### src/rtl/arb_pkt_mux_pkg.sv
// arb_pkt_mux shared types: FSM state encoding
// and one-hot to index helper.
package arb_pkt_mux_pkg;

  typedef enum logic [1:0] {
    IDLE    = 2'd0,
    XFER    = 2'd1,
    RELEASE = 2'd2
  } state_t;

  localparam int unsigned MAX_N = 32;
  localparam int unsigned MAX_IW = 5;

  // Ports wider than MAX_N are not supported.
  function automatic logic [MAX_IW-1:0] oh_to_idx(
    input logic [MAX_N-1:0] oh
  );
    logic [MAX_IW-1:0] idx;
    idx = '0;
    for (int i = 0; i < MAX_N; i++) begin
      if (oh[i]) idx |= MAX_IW'(i);
    end
    return idx;
  endfunction

endpackage

### src/rtl/arb_pkt_mux_onehot_enc.sv
// Grant decoder: one-hot vector to port index
// plus a flag telling whether exactly one bit is set.
import arb_pkt_mux_pkg::*;

module arb_pkt_mux_onehot_enc #(
  parameter int N = 4,
  localparam int IW = $clog2(N)
) (
  input  logic [N-1:0]  vec,
  output logic [IW-1:0] idx,
  output logic          onehot
);

  logic [MAX_N-1:0] wide;

  assign wide = MAX_N'(vec);
  assign idx = IW'(oh_to_idx(wide));

  // Clearing the lowest set bit leaves zero only for one-hot.
  assign onehot = (vec != '0) &&
                  ((vec & (vec - N'(1))) == '0);

endmodule

### src/rtl/arb_pkt_mux.sv
// Packet mux driven by an external round-robin arbiter.
// ARB_PKT_MUX_GRANT_CHECK_EN adds a sticky grant_err output.
import arb_pkt_mux_pkg::*;

module arb_pkt_mux #(
  parameter int N = 4,
  parameter int DW = 32,
  parameter int CW = 16,
  localparam int IW = $clog2(N)
) (
  input  logic          clk,
  input  logic          rst_n,
  input  logic [N-1:0]  in_valid,
  output logic [N-1:0]  in_ready,
  input  logic [N*DW-1:0] in_data,
  input  logic [N-1:0]  in_last,
  output logic [N-1:0]  arb_req,
  input  logic [N-1:0]  arb_grant,
  output logic          out_valid,
  input  logic          out_ready,
  output logic [DW-1:0] out_data,
  output logic          out_last,
  output logic [IW-1:0] out_src,
  output logic [CW-1:0] pkt_cnt
`ifdef ARB_PKT_MUX_GRANT_CHECK_EN
  ,
  output logic          grant_err
`endif
);

  state_t        state;
  logic [IW-1:0] owner;
  logic [CW-1:0] cnt;
  logic [IW-1:0] g_idx;
  logic          g_oh;
  logic          in_idle;
  logic          in_xfer;
  logic          in_rel;
  logic          start;
  logic          pkt_end;
  logic          rel_done;

  arb_pkt_mux_onehot_enc #(
    .N(N)
  ) u_enc (
    .vec   (arb_grant),
    .idx   (g_idx),
    .onehot(g_oh)
  );

  assign in_idle = (state == IDLE);
  assign in_xfer = (state == XFER);
  assign in_rel  = (state == RELEASE);

  assign start = in_idle && g_oh &&
                 ((in_valid & arb_grant) != '0);

  assign pkt_end = in_xfer && out_valid &&
                   out_ready && out_last;

  // Grant movement is only honoured once the packet is done.
  assign rel_done = in_rel && !arb_grant[owner];

  always_ff @(posedge clk or negedge rst_n) begin
    if (!rst_n) begin
      state <= IDLE;
      owner <= '0;
    end else begin
      unique case (1'b1)
        in_idle: begin
          if (start) begin
            owner <= g_idx;
            state <= XFER;
          end
        end
        in_xfer: begin
          if (pkt_end) state <= RELEASE;
        end
        in_rel: begin
          if (rel_done) state <= IDLE;
        end
        default: state <= IDLE;
      endcase
    end
  end

  always_ff @(posedge clk or negedge rst_n) begin
    if (!rst_n) begin
      cnt <= '0;
    end else if (pkt_end) begin
      cnt <= cnt + CW'(1);
    end
  end

  always_comb begin
    in_ready  = '0;
    out_valid = 1'b0;
    out_last  = 1'b0;
    out_data  = '0;
    if (in_xfer) begin
      out_valid       = in_valid[owner];
      out_data        = in_data[owner*DW +: DW];
      out_last        = in_last[owner];
      in_ready[owner] = out_ready;
    end
  end

  // Masking the owner lets the arbiter move on.
  always_comb begin
    arb_req = in_valid;
    if (in_rel) arb_req[owner] = 1'b0;
  end

  assign out_src = owner;
  assign pkt_cnt = cnt;

`ifdef ARB_PKT_MUX_GRANT_CHECK_EN
  logic bad_grant;

  assign bad_grant =
    ((arb_grant != '0) && !g_oh) ||
    (in_idle && g_oh &&
     ((in_valid & arb_grant) == '0));

  always_ff @(posedge clk or negedge rst_n) begin
    if (!rst_n) begin
      grant_err <= 1'b0;
    end else if (bad_grant) begin
      grant_err <= 1'b1;
    end
  end
`endif

endmodule

### config.mk
export PLATFORM = sky130hd
export DESIGN_NAME = arb_pkt_mux
export DESIGN_NICKNAME = d
export VERILOG_FILES = /design/src/rtl/arb_pkt_mux_pkg.sv /design/src/rtl/arb_pkt_mux_onehot_enc.sv /design/src/rtl/arb_pkt_mux.sv
export SDC_FILE = /design/constraint.sdc
export NUM_CORES = 1
export LEC_CHECK = 0
export BUFFER_PORTS_ARGS = -buffer_cell sky130_fd_sc_hd__clkbuf_2
export CORE_AREA = 2 2 79 81
export DETAILED_ROUTE_END_ITERATION = 7
export DIE_AREA = 0 0 81 83
export PLACE_DENSITY = 0.8
export SYNTH_ARGS = -nofsm -noshare
export SYNTH_HDL_FRONTEND = slang
export SYNTH_HIERARCHICAL = 1
export SYNTH_SLANG_ARGS = --single-unit
### constraint.sdc
create_clock -name clk -period 2.2 [get_ports clk]
set_input_delay 0.22 -clock clk [delete_from_list [all_inputs] [get_ports clk]]
set_output_delay 0.22 -clock clk [all_outputs]
set_load 0.01 [all_outputs]
Word-level counts from Yosys, hierarchy flattened
Cells that the tools add are included.
Widths: inputs -> output; s select.
{"block": "totals", "mem_count": 0, "in_bits": 143, "rom_bits": 0, "ram_bits": 0, "latch_bits": 0, "regBits": 20}
{"block": "classes", "add_sub_neg": 2, "mux": 20, "div": 0, "eq_ne": 5, "bitwise_logic": 5, "reduce_logical": 15, "multipliers": 0, "n_shift": 1, "order_cmp": 2}
{"operator": "$shiftx 128x8->32", "n": 1}
{"operator": "$mux 32", "n": 1}
{"operator": "$add 16x1->16 const B", "n": 1}
{"operator": "$and 4x4->4", "n": 4}
{"operator": "$mux 2", "n": 5}
{"operator": "$logic_and 1x1->1", "n": 8}
{"operator": "$mux 4", "n": 2}
{"operator": "$reduce_bool 4->1", "n": 2}
{"operator": "$mux 1", "n": 7}
{"operator": "$bmux 1 s2", "n": 3}
{"operator": "$ne 2x1->1 const B", "n": 3}
{"operator": "$pmux 2 s3", "n": 1}
{"operator": "$logic_not 4->1", "n": 1}
{"operator": "$not 4->4", "n": 1}
{"operator": "$sub 4x1->4 const B", "n": 1}
{"operator": "$lt 2x3->1 const B", "n": 1}
{"operator": "$reduce_and 3->1", "n": 1}
{"operator": "$demux 1 s2", "n": 1}
{"operator": "$eq 2x1->1 const B", "n": 1}
{"operator": "$eq 2x2->1 const B", "n": 1}
{"operator": "$ge 2x1->1 const B", "n": 1}
{"operator": "$logic_not 2->1", "n": 1}
{"operator": "$reduce_and 2->1", "n": 1}
{"operator": "$logic_not 1->1", "n": 1}

Logic depth before layout (Yosys ltp)
Gate-level depths: netlist (run 1).
{"block": "logic_depth", "word_depth": 8, "ltp_mapped": 7, "ltp_nobuf": 4}

Modules after synthesis
The synthesis (run 1) kept the hierarchy.
{"mod": "arb_pkt_mux", "area_each_um2": 2085.8, "instances": 1, "cells_per_inst": 179}
{"mod": "arb_pkt_mux_onehot_enc", "area_each_um2": 50.0, "instances": 1, "cells_per_inst": 6}

Least setup slack after synthesis (run 1)
OpenSTA, ideal clock, no wires.
{"block": "synth_timing", "kind": "register to register", "start": "register owner[0], in the netlist out_src[0]", "end": "register cnt[1], in the netlist pkt_cnt[1]", "period_less_slack_ps": 1804, "path_slack_ps": 396, "setup_time_ps": 128, "path_stages_with_launch": 7, "n_path_buf": 2, "arrival_ps": 1676, "path_cell_list": "dfrtp_1 -> buf_6 -> mux4_2 -> and2_1 -> buf_6 -> nand2_2 -> mux2_1"}
{"block": "synth_via", "elab_chain_len": 6, "word_cells_on_any_way": 9, "classes_between": "6 x mux; 3 x reduce/logical"}
{"element": "from (decl)", "line": "arb_pkt_mux.sv:32", "source": "logic [IW-1:0] owner;"}
{"element": "from (signal assigned)", "line": "arb_pkt_mux.sv:72", "source": "owner <= g_idx;"}
{"element": "$bmux 1 s2", "line": "arb_pkt_mux.sv:101", "source": "out_valid = in_valid[owner];"}
{"element": "$mux 1 (not written as such)", "line": "arb_pkt_mux.sv:101"}
{"element": "$mux 1", "line": "arb_pkt_mux.sv:100", "source": "if (in_xfer) begin"}
{"element": "$logic_and 1x1->1 (2 in a row)", "line": "arb_pkt_mux.sv:58", "source": "assign pkt_end = in_xfer && out_valid &&"}
{"element": "$logic_and 1x1->1 (*)", "line": "arb_pkt_mux.sv:59", "source": "out_ready && out_last;"}
{"element": "to (signal assigned)", "line": "arb_pkt_mux.sv:91", "source": "cnt <= cnt + CW'(1);"}
{"element": "to (decl)", "line": "arb_pkt_mux.sv:33", "source": "logic [CW-1:0] cnt;"}
Mark *: on every way between the ends. The rest lies on a longest branch, timed or not. The select of a mux whose other input is x is not followed.
A chain may end at the register's enable or synchronous reset.

Final worst setup path (run 1)
{"block": "layout_timing", "start": "register owner[0], in the netlist out_src[0]", "end": "output out_data[21]"}
{"block": "layout_via", "elab_chain_len": 2}
{"element": "$shiftx 128x8->32", "line": "arb_pkt_mux.sv:102", "source": "out_data = in_data[owner*DW +: DW];"}
{"element": "$mux 32", "line": "arb_pkt_mux.sv:100"}
{"element": "to (decl)", "line": "arb_pkt_mux.sv:21", "source": "output logic [DW-1:0] out_data,"}
No other way between the ends.

==> impl_metrics.env, run 1 <==
export IMPL_root_buffer="clkbuf_8"
export IMPL_synth_edf_count=0
export IMPL_drv_slew=0
export IMPL_min_period_ns=2.10
export IMPL_fillers=550
export IMPL_startpoint_type="flip-flop"
export IMPL_setup_violations_final=0
export IMPL_synth_top_family_by_area="multiplexers"
export IMPL_cp_slowest_stage_delay_ns=0.55
export IMPL_cts_buffers=3
export IMPL_internal_power_w=0.00170
export IMPL_max_slew_worst_pin_slew_ns=0.528
export IMPL_grt_max_degree=26
export IMPL_layout_drive_gt1_share_pct=66.1
export IMPL_portBuffers=202
export IMPL_wl_um=7860
export IMPL_path_buf_inv=2
export IMPL_ys_flop_type="dfrtp_1"
export IMPL_synthAdderAreaFrac_pct=0.586
export IMPL_synth_most_common_cell="mux4_2"
export IMPL_cp_slowest_cell="mux4_2"
export IMPL_floorplan_initialDensity_pct=36.7
export IMPL_synthMuxAreaShare_pct=38.5
export IMPL_p_comb_share_pct=74.3
export IMPL_hold_path_class="in -> reg"
export IMPL_cts_tree="done"
export IMPL_dieArea_sq_mm=0.00672
export IMPL_skew_ns=0.00359
export IMPL_multiInputGateArea_sq_mm=0.00153
export IMPL_drc=0
export IMPL_num_rows=28
export IMPL_syn_area_sq_mm=0.00214
export IMPL_pwr_share_clk_pct=8.5
export IMPL_final_nets=528
export IMPL_avgSynthCellArea_sq_um=11.5
export IMPL_ff_latch_area_sq_um=503
export IMPL_ys_top_cells_by_area="mux4_2 37%, dfrtp_1 23%, nor2b_1 10%, xnor2_1 6.2%, nand4_1 2.9%"
export IMPL_antenna_left=0
export IMPL_yosys_warnings=6
export IMPL_clock_fmax_mhz=475
export IMPL_crit_family="multiplexers"
export IMPL_synth_simple_area_share_pct=22.7
export IMPL_grt_first_pass_wirelength_um=12400
export IMPL_arrival_ns=1.88
export IMPL_syn2layout_area_growth_pct=52.8
export IMPL_outcome="complete, no violations"
export IMPL_worstPathCellList="buf_4, mux4_2, nor2b_1, clkbuf_2"
export IMPL_io_pins=203
export IMPL_gp_congestion=0.929
export IMPL_dieWidth_um=81
export IMPL_core_area_sq_mm=0.00582
export IMPL_slew_headroom_pct=64.3
export IMPL_vias=2402
export IMPL_rsz0062_at_grt="true"
export IMPL_timing_final_ws_setup_ns=0.0965
export IMPL_synth_cell_types=35
export IMPL_peakVddDrop_mv=0.483
export IMPL_synth_top_cell_area_share_pct=36.9
export IMPL_synth_seq_cells=20
export IMPL_switching_share_pct=42.7
export IMPL_drv_cap=0
export IMPL_clk_insertion_delay_late_ns=0.26
export IMPL_syn_nets=329
export IMPL_grt_usage_pct=23.9
export IMPL_dr_pass1_iters=4
export IMPL_yosysTopAreaCell="mux4_2"
export IMPL_cp_required_ns=1.98
export IMPL_dp_hpwl_um=6770
export IMPL_postCtsSetupBuffers=0
export IMPL_synth_compound_area_share_pct=3.28
export IMPL_end_kind="primary output"
export IMPL_hold_violations=0
export IMPL_p_leak_nw=1.69
export IMPL_die_h_um=83
export IMPL_antenna_found_initial=0
export IMPL_synth_xor_area_share_pct=6.56
export IMPL_avgRoutedWirePerCell_um=17.2
export IMPL_netlist_instances=185
export IMPL_pre_cts_slack_ns=0.195
export IMPL_switchingPower_w=0.00126
export IMPL_cts_root_to_sink_buffers=2
export IMPL_fin_crit_sh_pct=95.6
export IMPL_yosysSeqAreaShare_pct=23.4
export IMPL_grt_pass1_vias=2587
export IMPL_crit_fanout=21
export IMPL_worstSetupPathType="reg -> out"
export IMPL_setup_tns_ns=0
export IMPL_hold_ws_ns=0.353
export IMPL_drt_iter0_markers=67
export IMPL_cts_max_level=1
export IMPL_seqPwrFrac_pct=17.2
export IMPL_power_density_mw_per_mm2=906
export IMPL_viasPerCell=5.24
export IMPL_grt_overflow=0
export IMPL_cts_sinks=20
export IMPL_num_antenna_cells=0
export IMPL_synth_commonest_cells="35 x mux4_2, 34 x nor2b_1, 20 x dfrtp_1, 15 x xnor2_1"
export IMPL_clk_pin_slew_ns=0.07
export IMPL_async_flop_share_pct=100
[power groups by stage]
stage | logic, W | clock network (W) | registers [W]
after floorplan | 0.00153 | 0 | 0.000500
after global placement | 0.00219 | 0 | 0.000518
after detailed placement | 0.00222 | 0 | 0.000519
after CTS | 0.00223 | 0.000253 | 0.000512
after global routing | 0.00239 | 0.000272 | 0.000527
final | 0.00220 | 0.000251 | 0.000510
[registers in the layout (all words and copies together), names as in the netlist]
| register | cells |
|---|---|
| out_src | 2 |
| pkt_cnt | 16 |
| state | 2 |
[layer usage]
| metal | global-route usage [%] | vias up | wire [um] |
|---|---|---|---|
| met1 | 28.2 | 1132 | 2900 |
| li1 | - | 1108 | - |
| met2 | 41.8 | 142 | 4000 |
| met5 | 0 | - | 0 |
| met3 | 5.00 | 20 | 679 |
| met4 | 9.40 | 0 | 286 |
[tightest hold or removal path, stage by stage]
cell and delay, ns:
clkbuf_2 0.12, or2_1 0.11, mux2_2 0.13
[layout make-up]
class / instances / share of cell area (%)
flip-flops and latches: 20 / 15.4
clock buffers: 4 / 1.38
repair buffers: 210 / 32.9
well taps: 75 / 2.87
multi-input cells: 144 / 46.9
inverters: 5 / 0.575
[final timing paths]
check                             start  slack, ns  cells past startpoint            to
min in group asynchronous         rst_n       0.45                      2    pkt_cnt[4]
setup / recovery             out_src[0]        0.1                      4  out_data[21]
hold reg to reg             pkt_cnt[15]       0.50                      1   pkt_cnt[15]
setup reg to reg             out_src[0]       0.32                      5      state[0]
hold / removal             arb_grant[1]       0.35                      3    out_src[0]
max in group asynchronous         rst_n       1.38                      2    out_src[1]
[cells by family (layout without fill, tap and decap cells)]
| group | Yosys count | count (layout) |
|---|---|---|
| buffers and inverters | 21 | 219 |
| AND/OR/NAND/NOR | 80 | 80 |
| XOR/XNOR | 16 | 16 |
| flip-flops | 20 | 20 |
| multiplexers | 38 | 38 |
| AO/OA/AOI/OAI | 9 | 9 |
| adder cells (fa/ha/maj) | 1 | 1 |
[through the flow]
stage               area [sq um]  power [W]  util [%]  instances
global route                3260    0.00319      56.1        458
detailed placement          3210    0.00274      55.2        453
global placement            3210    0.00271      55.2        453
CTS                         3260    0.00299      56.1        458
finish                      3260    0.00296      56.1        458
floorplan                   2140    0.00203         -        185
[repair_timing]
item / 4_1_cts / 5_1_grt
setup endpoints to repair: 0 / 15
resized for setup: 0 / 0
hold endpoints to repair: 20 / 0
hold buffers: 1 / 0
[cells in the final DEF, fill, tap and decap left out, types with 2 or more instances in the layout]
cell / netlist / layout
mux4_2: 35 / 35
inv_1: 5 / 5
and2_1: 2 / 2
dfrtp_2: 0 / 2
dfrtp_1: 20 / 18
and3_1: 6 / 6
mux2_2: 2 / 2
o31a_1: 3 / 3
xnor2_1: 15 / 15
nor2_1: 5 / 5
nand2b_1: 2 / 2
nand4_1: 10 / 10
nor2b_1: 34 / 34
nand3_1: 6 / 6
buf_4: 0 / 7
or2_1: 2 / 2
or4b_1: 2 / 2
nand2_1: 2 / 2
clkbuf_8: 0 / 3
nor3_1: 3 / 3
clkbuf_2: 0 / 202
(Power assumes the default switching activity.)
==> inputs of run 2 (changes only) <==
==> constraint.sdc (replaced) <==
create_clock -name clk -period 2.2 [get_ports clk]
set_input_delay 0.44 -clock clk [delete_from_list [all_inputs] [get_ports clk]]
set_output_delay 0.44 -clock clk [all_outputs]
set_load 0.01 [all_outputs]
==> impl_metrics.env, run 2 (same netlist as run 1, synthesis figures left out) <==
export IMPL_num_antenna_cells=0
export IMPL_multiInputGateArea_sq_mm=0.00153
export IMPL_core_area_sq_mm=0.00582
export IMPL_cp_slowest_cell="mux4_2"
export IMPL_fin_area_sq_mm=0.00333
export IMPL_final_util_pct=57.3
export IMPL_layout_commonest_cell="clkbuf_2"
export IMPL_placed_area_sq_mm=0.00326
export IMPL_clk_pin_slew_ns=0.08
export IMPL_cts_buffers=3
export IMPL_cp_depth=4
export IMPL_skew_ns=0.00721
export IMPL_clk_insertion_delay_late_ns=0.26
export IMPL_syn2layout_area_growth_pct=55.9
export IMPL_wl_um=7770
export IMPL_worstSetupPathType="reg -> out"
export IMPL_startpoint_type="flip-flop"
export IMPL_cts_sinks=20
export IMPL_reg2regPathDepth=5
export IMPL_stdcell_count=457
export IMPL_outcome="complete, no violations"
export IMPL_hold_path_class="in -> async"
export IMPL_cp_required_ns=1.76
export IMPL_floorplan_initialDensity_pct=36.7
export IMPL_drv_cap=0
export IMPL_worstPathCellList="buf_12, mux4_2, nor2b_1, clkbuf_2"
export IMPL_cts_root_to_sink_buffers=2
export IMPL_crit_fanout=23
export IMPL_drv_slew=0
export IMPL_r2r_slack_ns=0.27
export IMPL_drt_iter0_markers=90
export IMPL_hold_ws_ns=0.122
export IMPL_io_pins=203
export IMPL_cts_tree="done"
export IMPL_drc=0
export IMPL_antenna_found_initial=0
export IMPL_antenna_left=0
export IMPL_fillers=537
export IMPL_dieWidth_um=81
export IMPL_cp_slowest_stage_delay_ns=0.52
export IMPL_crit_family="multiplexers"
export IMPL_r2r_end="pkt_cnt[1]"
export IMPL_p_leak_nw=1.72
export IMPL_grt_max_degree=32
export IMPL_dieArea_sq_mm=0.00672
export IMPL_grt_pass1_vias=2516
export IMPL_ff_latch_area_sq_um=503
export IMPL_min_period_ns=2.13
export IMPL_power_density_mw_per_mm2=947
export IMPL_slew_headroom_pct=67.4
export IMPL_arrival_ns=1.69
export IMPL_setup_violations_final=0
export IMPL_dp_cells=453
export IMPL_final_cell_mix="202 x clkbuf_2, 35 x mux4_2, 34 x nor2b_1"
export IMPL_num_rows=28
export IMPL_hold_violations=0
export IMPL_clock_fmax_mhz=469
export IMPL_die_h_um=83
export IMPL_grt_usage_pct=23.4
export IMPL_rsz0062_at_grt="true"
export IMPL_dr_pass1_iters=4
export IMPL_viasPerCell=5.27
export IMPL_grt_overflow=0
export IMPL_end_kind="primary output"
export IMPL_vias=2407
export IMPL_avgRoutedWirePerCell_um=17.0
export IMPL_largest_reg_flops=16
export IMPL_path_buf_inv=2
export IMPL_dp_hpwl_um=6740
export IMPL_root_buffer="clkbuf_8"
export IMPL_r2r_start="out_src[0]"
export IMPL_gp_congestion=0.840
export IMPL_cp_startpoint="out_src[0]"
export IMPL_portBuffers=202
export IMPL_layout_drive_gt1_share_pct=66.5
export IMPL_grt_first_pass_wirelength_um=12100
export IMPL_fin_crit_sh_pct=96.9
export IMPL_holdBufCountCts=0
export IMPL_cts_max_level=1
export IMPL_peakVddDrop_mv=0.477
export IMPL_cp_endpoint="out_data[8]"
export IMPL_max_slew_worst_pin_slew_ns=0.490
export IMPL_final_nets=527
==> run 2: metal layers <==
layer  wire [um]  share of wire (%)  track usage, %  vias up
met5           0                  0               0        -
met4         145                1.9            5.70        0
met3         690                8.9            6.09       15
met2        4120                 53            43.4      131
met1        2820                 36            25.8     1157
li1            -                  -               -     1104
==> run 2: where the power goes <==
group	switching, W	internal, W
clock network	0.000125	0.000243
registers	0.000115	0.000428
logic	0.00103	0.00122
total	0.00127	0.00189
==> run 2: area by class of cell <==
cell class | count | area share [%]
clock inverter | 1 | 0.902
multi-input combinational | 144 | 45.9
timing repair buffer | 209 | 33.4
clock buffer | 3 | 1.24
tap | 75 | 2.82
sequential | 20 | 15.1
inverter | 5 | 0.563
==> run 2: worst min path at each step <==
stage / start / end / slack (ns) / depth (start not counted)
after floorplan: rst_n / out_src[0] / 0.14 / 0
after global placement: rst_n / pkt_cnt[5] / 0.42 / 1
after detailed placement: rst_n / pkt_cnt[3] / 0.43 / 1
after CTS: rst_n / pkt_cnt[15] / 0.14 / 1
after global routing: rst_n / pkt_cnt[7] / 0.15 / 1
final: rst_n / pkt_cnt[15] / 0.12 / 1
==> run 2: worst reg2reg max path, stage by stage, from the launching register on <==
cell and delay, ns:
dfrtp_2 0.41, buf_12 0.19, mux4_2 0.55, and2_1 0.24, nand2_2 0.12, mux2_1 0.32
==> run 2: what timing repair did <==
item / 4_1_cts / 5_1_grt
endpoints found under the setup margin: 0 / 5
gates resized for setup: 0 / 0
endpoints found under the hold margin: 0 / 0
setup buffers: 0 / 0
==> run 2: per-stage QoR <==
step | setup TNS [ns] | power [W] | setup slack [ns]
after floorplan | 0 | 0.00203 | 0.210
after global placement | 0 | 0.00279 | 0.155
after detailed placement | 0 | 0.00282 | 0.156
after CTS | 0 | 0.00319 | 0.0410
after global routing | -0.0245 | 0.00339 | -0.0128
final | 0 | 0.00315 | 0.0676
